$ cat src/rtl/noise_filter_pkg.sv
// noise_filter_pkg: Q-format constant, saturation helper and datapath FSM states
package noise_filter_pkg;
  localparam int FRAC_BITS = 15;
  typedef enum logic [1:0] {IDLE, MAC, ERR, UPD} state_t;
  function automatic logic signed [63:0] sat(input logic signed [63:0] v, input int width);
    logic signed [63:0] hi, lo;
    hi = (64'sd1 <<< (width - 1)) - 64'sd1;
    lo = -hi - 64'sd1;
    return v > hi ? hi : (v < lo ? lo : v);
  endfunction
endpackage

$ cat src/rtl/lms_weight_update.sv
// lms_weight_update: N parallel lanes computing w[k] + ((sat(mu*e) * x[k]) >>> frac), saturated
module lms_weight_update
  import noise_filter_pkg::*;
#(
  parameter int N = 4,
  parameter int DATA_WIDTH = FRAC_BITS + 1
) (
  input  logic signed [DATA_WIDTH-1:0] step_size,
  input  logic signed [DATA_WIDTH-1:0] e,
  input  logic signed [DATA_WIDTH-1:0] x [N],
  input  logic signed [DATA_WIDTH-1:0] w [N],
  output logic signed [DATA_WIDTH-1:0] w_nx [N]
);
  localparam int PW = 2 * DATA_WIDTH;
  logic signed [PW-1:0] mu_e;
  logic signed [DATA_WIDTH-1:0] g;
  assign mu_e = PW'(step_size) * PW'(e);
  assign g = DATA_WIDTH'(sat(64'(mu_e >>> (DATA_WIDTH - 1)), DATA_WIDTH));
  for (genvar i = 0; i < N; i++) begin : g_lane
    logic signed [PW-1:0] gx;
    assign gx = PW'(g) * PW'(x[i]);
    assign w_nx[i] = DATA_WIDTH'(sat(64'(w[i]) + 64'(gx >>> (DATA_WIDTH - 1)), DATA_WIDTH));
  end
endmodule

$ cat src/rtl/noise_filter.sv
// noise_filter: adaptive LMS noise canceller, one MAC per clock, out = sat(d - sum w[k]*x[k])
module noise_filter
  import noise_filter_pkg::*;
#(
  parameter int N = 4,
  parameter int DATA_WIDTH = FRAC_BITS + 1
) (
  input  logic                         clk,
  input  logic                         rst_n,
  input  logic                         clk_en,
  input  logic                         lms_en,
  input  logic signed [DATA_WIDTH-1:0] step_size,
  input  logic signed [DATA_WIDTH-1:0] d,
  input  logic signed [DATA_WIDTH-1:0] ref_s,
  output logic signed [DATA_WIDTH-1:0] out
);
  localparam int PW = 2 * DATA_WIDTH;
  localparam int AW = PW + $clog2(N);
  localparam int CW = N > 1 ? $clog2(N) : 1;
  state_t state, state_nx;
  logic [CW-1:0] idx;
  logic signed [DATA_WIDTH-1:0] x [N];
  logic signed [DATA_WIDTH-1:0] w [N];
  logic signed [DATA_WIDTH-1:0] w_nx [N];
  logic signed [DATA_WIDTH-1:0] d_q, y, e;
  logic signed [PW-1:0] prod;
  logic signed [AW-1:0] acc;
  logic cap, mac, err, upd, last;
  assign last = idx == CW'(N - 1);
  always_ff @(posedge clk or posedge rst_n)
    if (rst_n) state <= IDLE;
    else state <= state_nx;
  always_comb
    state_nx = state == IDLE ? (clk_en ? MAC : IDLE) :
               state == MAC  ? (last ? ERR : MAC) :
               state == ERR  ? UPD : IDLE;
  always_comb begin
    cap = state == IDLE && clk_en;
    mac = state == MAC;
    err = state == ERR;
    upd = state == UPD && lms_en;
  end
  assign prod = PW'(w[idx]) * PW'(x[idx]);
  always_comb begin
    y = DATA_WIDTH'(sat(64'(acc >>> (DATA_WIDTH - 1)), DATA_WIDTH));
    e = DATA_WIDTH'(sat(64'(d_q) - 64'(y), DATA_WIDTH));
  end
  // x and w stay put while busy, so the update sees exactly the operands that produced e
  always_ff @(posedge clk or posedge rst_n)
    if (rst_n) begin
      for (int k = 0; k < N; k++) begin
        x[k] <= '0;
        w[k] <= '0;
      end
      d_q <= '0;
      acc <= '0;
      idx <= '0;
      out <= '0;
    end else begin
      if (cap) begin
        d_q <= d;
        x[0] <= ref_s;
        for (int k = 1; k < N; k++) x[k] <= x[k-1];
        acc <= '0;
        idx <= '0;
      end
      if (mac) begin
        acc <= acc + AW'(prod);
        idx <= idx + 1'b1;
      end
      if (err) out <= e;
      if (upd) w <= w_nx;
    end
  lms_weight_update #(.N(N), .DATA_WIDTH(DATA_WIDTH)) u_upd (
    .step_size(step_size),
    .e(out),
    .x(x),
    .w(w),
    .w_nx(w_nx)
  );
endmodule

$ cat config.mk
export PLATFORM = sky130hd
export DESIGN_NAME = noise_filter
export DESIGN_NICKNAME = d
export VERILOG_FILES = /design/src/rtl/noise_filter_pkg.sv /design/src/rtl/lms_weight_update.sv /design/src/rtl/noise_filter.sv
export SDC_FILE = /design/constraint.sdc
export NUM_CORES = 2
export LEC_CHECK = 0
export ABC_AREA = 0
export CAP_MARGIN = 40
export CORE_ASPECT_RATIO = 1.5
export CORE_MARGIN = 10
export CORE_UTILIZATION = 25
export DETAILED_ROUTE_END_ITERATION = 6
export GPL_TIMING_DRIVEN = 0
export PLACE_DENSITY = 0.41
export REMOVE_ABC_BUFFERS = 1
export SYNTH_ARGS = -nofsm -noshare
export SYNTH_HDL_FRONTEND = slang
export SYNTH_SLANG_ARGS = --single-unit
$ cat constraint.sdc
create_clock -name clk -period 25.4 [get_ports clk]
set_input_delay 2.54 -clock clk [delete_from_list [all_inputs] [get_ports clk]]
set_output_delay 2.54 -clock clk [all_outputs]
set_load 0.1 [all_outputs]
==> results.cfg <==
[status]
status = finished, final reports clean

[setup_path]
worstSetupPathType = input port to flop
cpMostUsedCell = fa_1
rr_worst_depth = 58
path_buf_inv = 12
crit_start = step_size[15]
crit_family = adder cells
ff2ff_setup_slack_ns = 7.50
slowest_stage = fa_1
path_depth = 59
worstPathArrival_ns = 20.60
end_kind = flop
cp.required_ns = 25.86
cp-start-kind = input port
path_max_fanout = 20
crit-reg2reg-launch = out[5]
max_stage_delay_ns = 0.94
crit_end = w[41]
reg2reg_to = w[41]

[timing]
timing.fmax_mhz = 49.7
rsz0062_at_grt = no
finalSetupViolCount = 0
post-route-period-util_pct = 79.3
tightest_slew_ns = 0.935
period_minus_slack_ns = 20.14
hold_violations = 0
fin_skew_ns = 0.0301
slew_viol_final = 0
slew_headroom_pct = 37.6

[run]
maxCapViolCount = 0

[floorplan]
die_y_um = 669
die_area_mm2 = 0.302
io-pin-count = 68
chipWidth_um = 452
start_util_pct = 25.1
coreArea_mm2 = 0.280
placementRows = 238

[min_path]
hp-class = flop to flop
worstHoldStart = acc[11]
min_path_cells = 2

[detailed_routing]
drcViolationCount = 0
antenna_left = 0
drt_iter0_drc = 2032
finalWirelength_um = 211000
wl_per_cell_um = 18.9
vias_per_cell = 4.40
routed-via-count = 49300
firstDrtPassIters = 5

[synthesis]
synthTopCellsByCount = inv_1, fa_1, nand2_1
synth-xor-area-share_pct = 2.75
ys.warnings.count = 0
ys_async_sr_fraction_pct = 100
synth_seq_cells = 198
yosys.area.top_type = fa_1
avgSynthCellArea_um2 = 9.30
yosysMostFrequentCell = inv_1
synth_edf_count = 0
synth_mux_area_share_pct = 2.22
synthDominantCellAreaShare_pct = 46.1
ys_top_cells_by_area = fa_1, ha_1, inv_1, dfrtp_1, and2_1
yosysSeqAreaShare_pct = 7.07
syn_area_mm2 = 0.0701
synthAdderAreaFrac_pct = 56.7
synth_compound_area_share_pct = 5.75
synthSimpleGateAreaFrac_pct = 14.0
synth_top_family_by_area = adder cells
synth.distinct_cells = 75
synthCells = 7538
synth_ff_type = dfrtp_1

[clock_network]
cts.sinks = 198
htree_levels = 4
cts_buffers = 25
clk_latency_ns = 0.58
cts_hold_buf = 0
path_clk_slew_ns = 0.09
cts_tree = built
clockRootBuffer = clkbuf_16
cts_setup_buffers = 0
ctsLongestPathBuffers = 3
cts-resized-gates = 0

[placed_design]
dp_hpwl_um = 178000
place_inst = 11200
place.gp.congestion = 0.824
numPortBuffers = 67

[grt]
grtUsageTotal_pct = 14.5
grt_max_degree = 92
grt_pass1_wl_um = 339000
grt_pass1_vias = 57300
antenna_found_initial = 4
grt_remaining_overflow = 0

[cells_and_area]
drive_above_1_share_pct = 4.82
stdcell_count = 11200
nNetsFinal = 9726
syn2layout_area_growth_pct = 11.5
==> per-layer routing <==
layer	share of wire [%]	vias up	GRT usage, %
met2	57	728	29.0
met5	0	-	0
met1	37	26100	15.6
met4	4.7	0	5.82
li1	-	22200	-
met3	1.8	288	0.643
==> cells in the final DEF, fill, tap and decap left out, types with 11 or more instances in the layout <==
cell and n:
a211oi_1 18, a21boi_0 13, a21o_1 59, a21oi_1 161
a31oi_1 11, and2_1 646, and3_1 12, buf_12 32
buf_16 48, buf_4 35, buf_8 43, clkbuf_16 25
clkdlybuf4s50_1 67, dfrtp_1 196, fa_1 1615, ha_1 582
inv_1 1813, maj3_1 15, mux2_2 82, mux4_2 24
nand2_1 917, nand2b_1 71, nand3_1 46, nand4_1 16
nor2_1 176, nor2b_1 67, nor3_1 31, o211ai_1 13
o21a_1 22, o21ai_0 190, o21ai_1 11, o21ai_4 11
o21bai_1 16, or3_1 12, xnor2_1 160, xor2_1 60
==> worst min-delay path by stage <==
stage	end	slack [ns]
2_1_floorplan	acc[10]	0.46
3_3_place_gp	acc[11]	0.48
3_5_place_dp	acc[12]	0.49
4_1_cts	acc[12]	0.51
5_1_grt	acc[10]	0.53
6_report	acc[11]	0.50
==> kinds of logic after synthesis <==
| logic type | count (synthesis) |
|---|---|
| simple gates | 2020 |
| flops | 198 |
| fa+ha+maj | 2214 |
| buf+inv | 2137 |
| mux | 115 |
| xor+xnor | 220 |
| compound gates | 634 |
==> area by class of cell <==
type                    count  area [um^2]
diodes                      2         5.00
clock buffers              27          643
clock inverters             5         63.8
fillers                 29700       201000
inverters                1814         6820
multi-input cells        5203        57400
flip-flops and latches    198         4960
well taps                3720         4650
repair buffers            235         3650
==> tightest hold or removal path, cell delays in order, from the launching register on <==
cell and delay (ns):
dfrtp_1 0.36, nand2_1 0.05, o21ai_0 0.06
==> per-stage QoR <==
stage | TNS (ns) | utilization, % | instance area, um^2 | hold slack, ns | setup slack (ns)
after floorplan | 0 | - | 68900 | 0.456 | 6.94
after global placement | -110.85 | 26.5 | 74200 | 0.483 | -2.15
after detailed placement | 0 | 27.7 | 77400 | 0.486 | 4.32
after CTS | 0 | 27.9 | 78100 | 0.506 | 4.92
after global routing | 0 | 27.9 | 78100 | 0.532 | 4.06
final | 0 | 27.9 | 78100 | 0.505 | 5.26
==> state kept, by name (all words and copies together) (netlist names), named ones only <==
name and count:
idx 2, x 64, state 1, w 64
d_q 16, out 16, acc 34
Power is left out: the tool's default activity adds up to more than one toggle a clock period on the data nets, which glitch-free logic cannot reach.
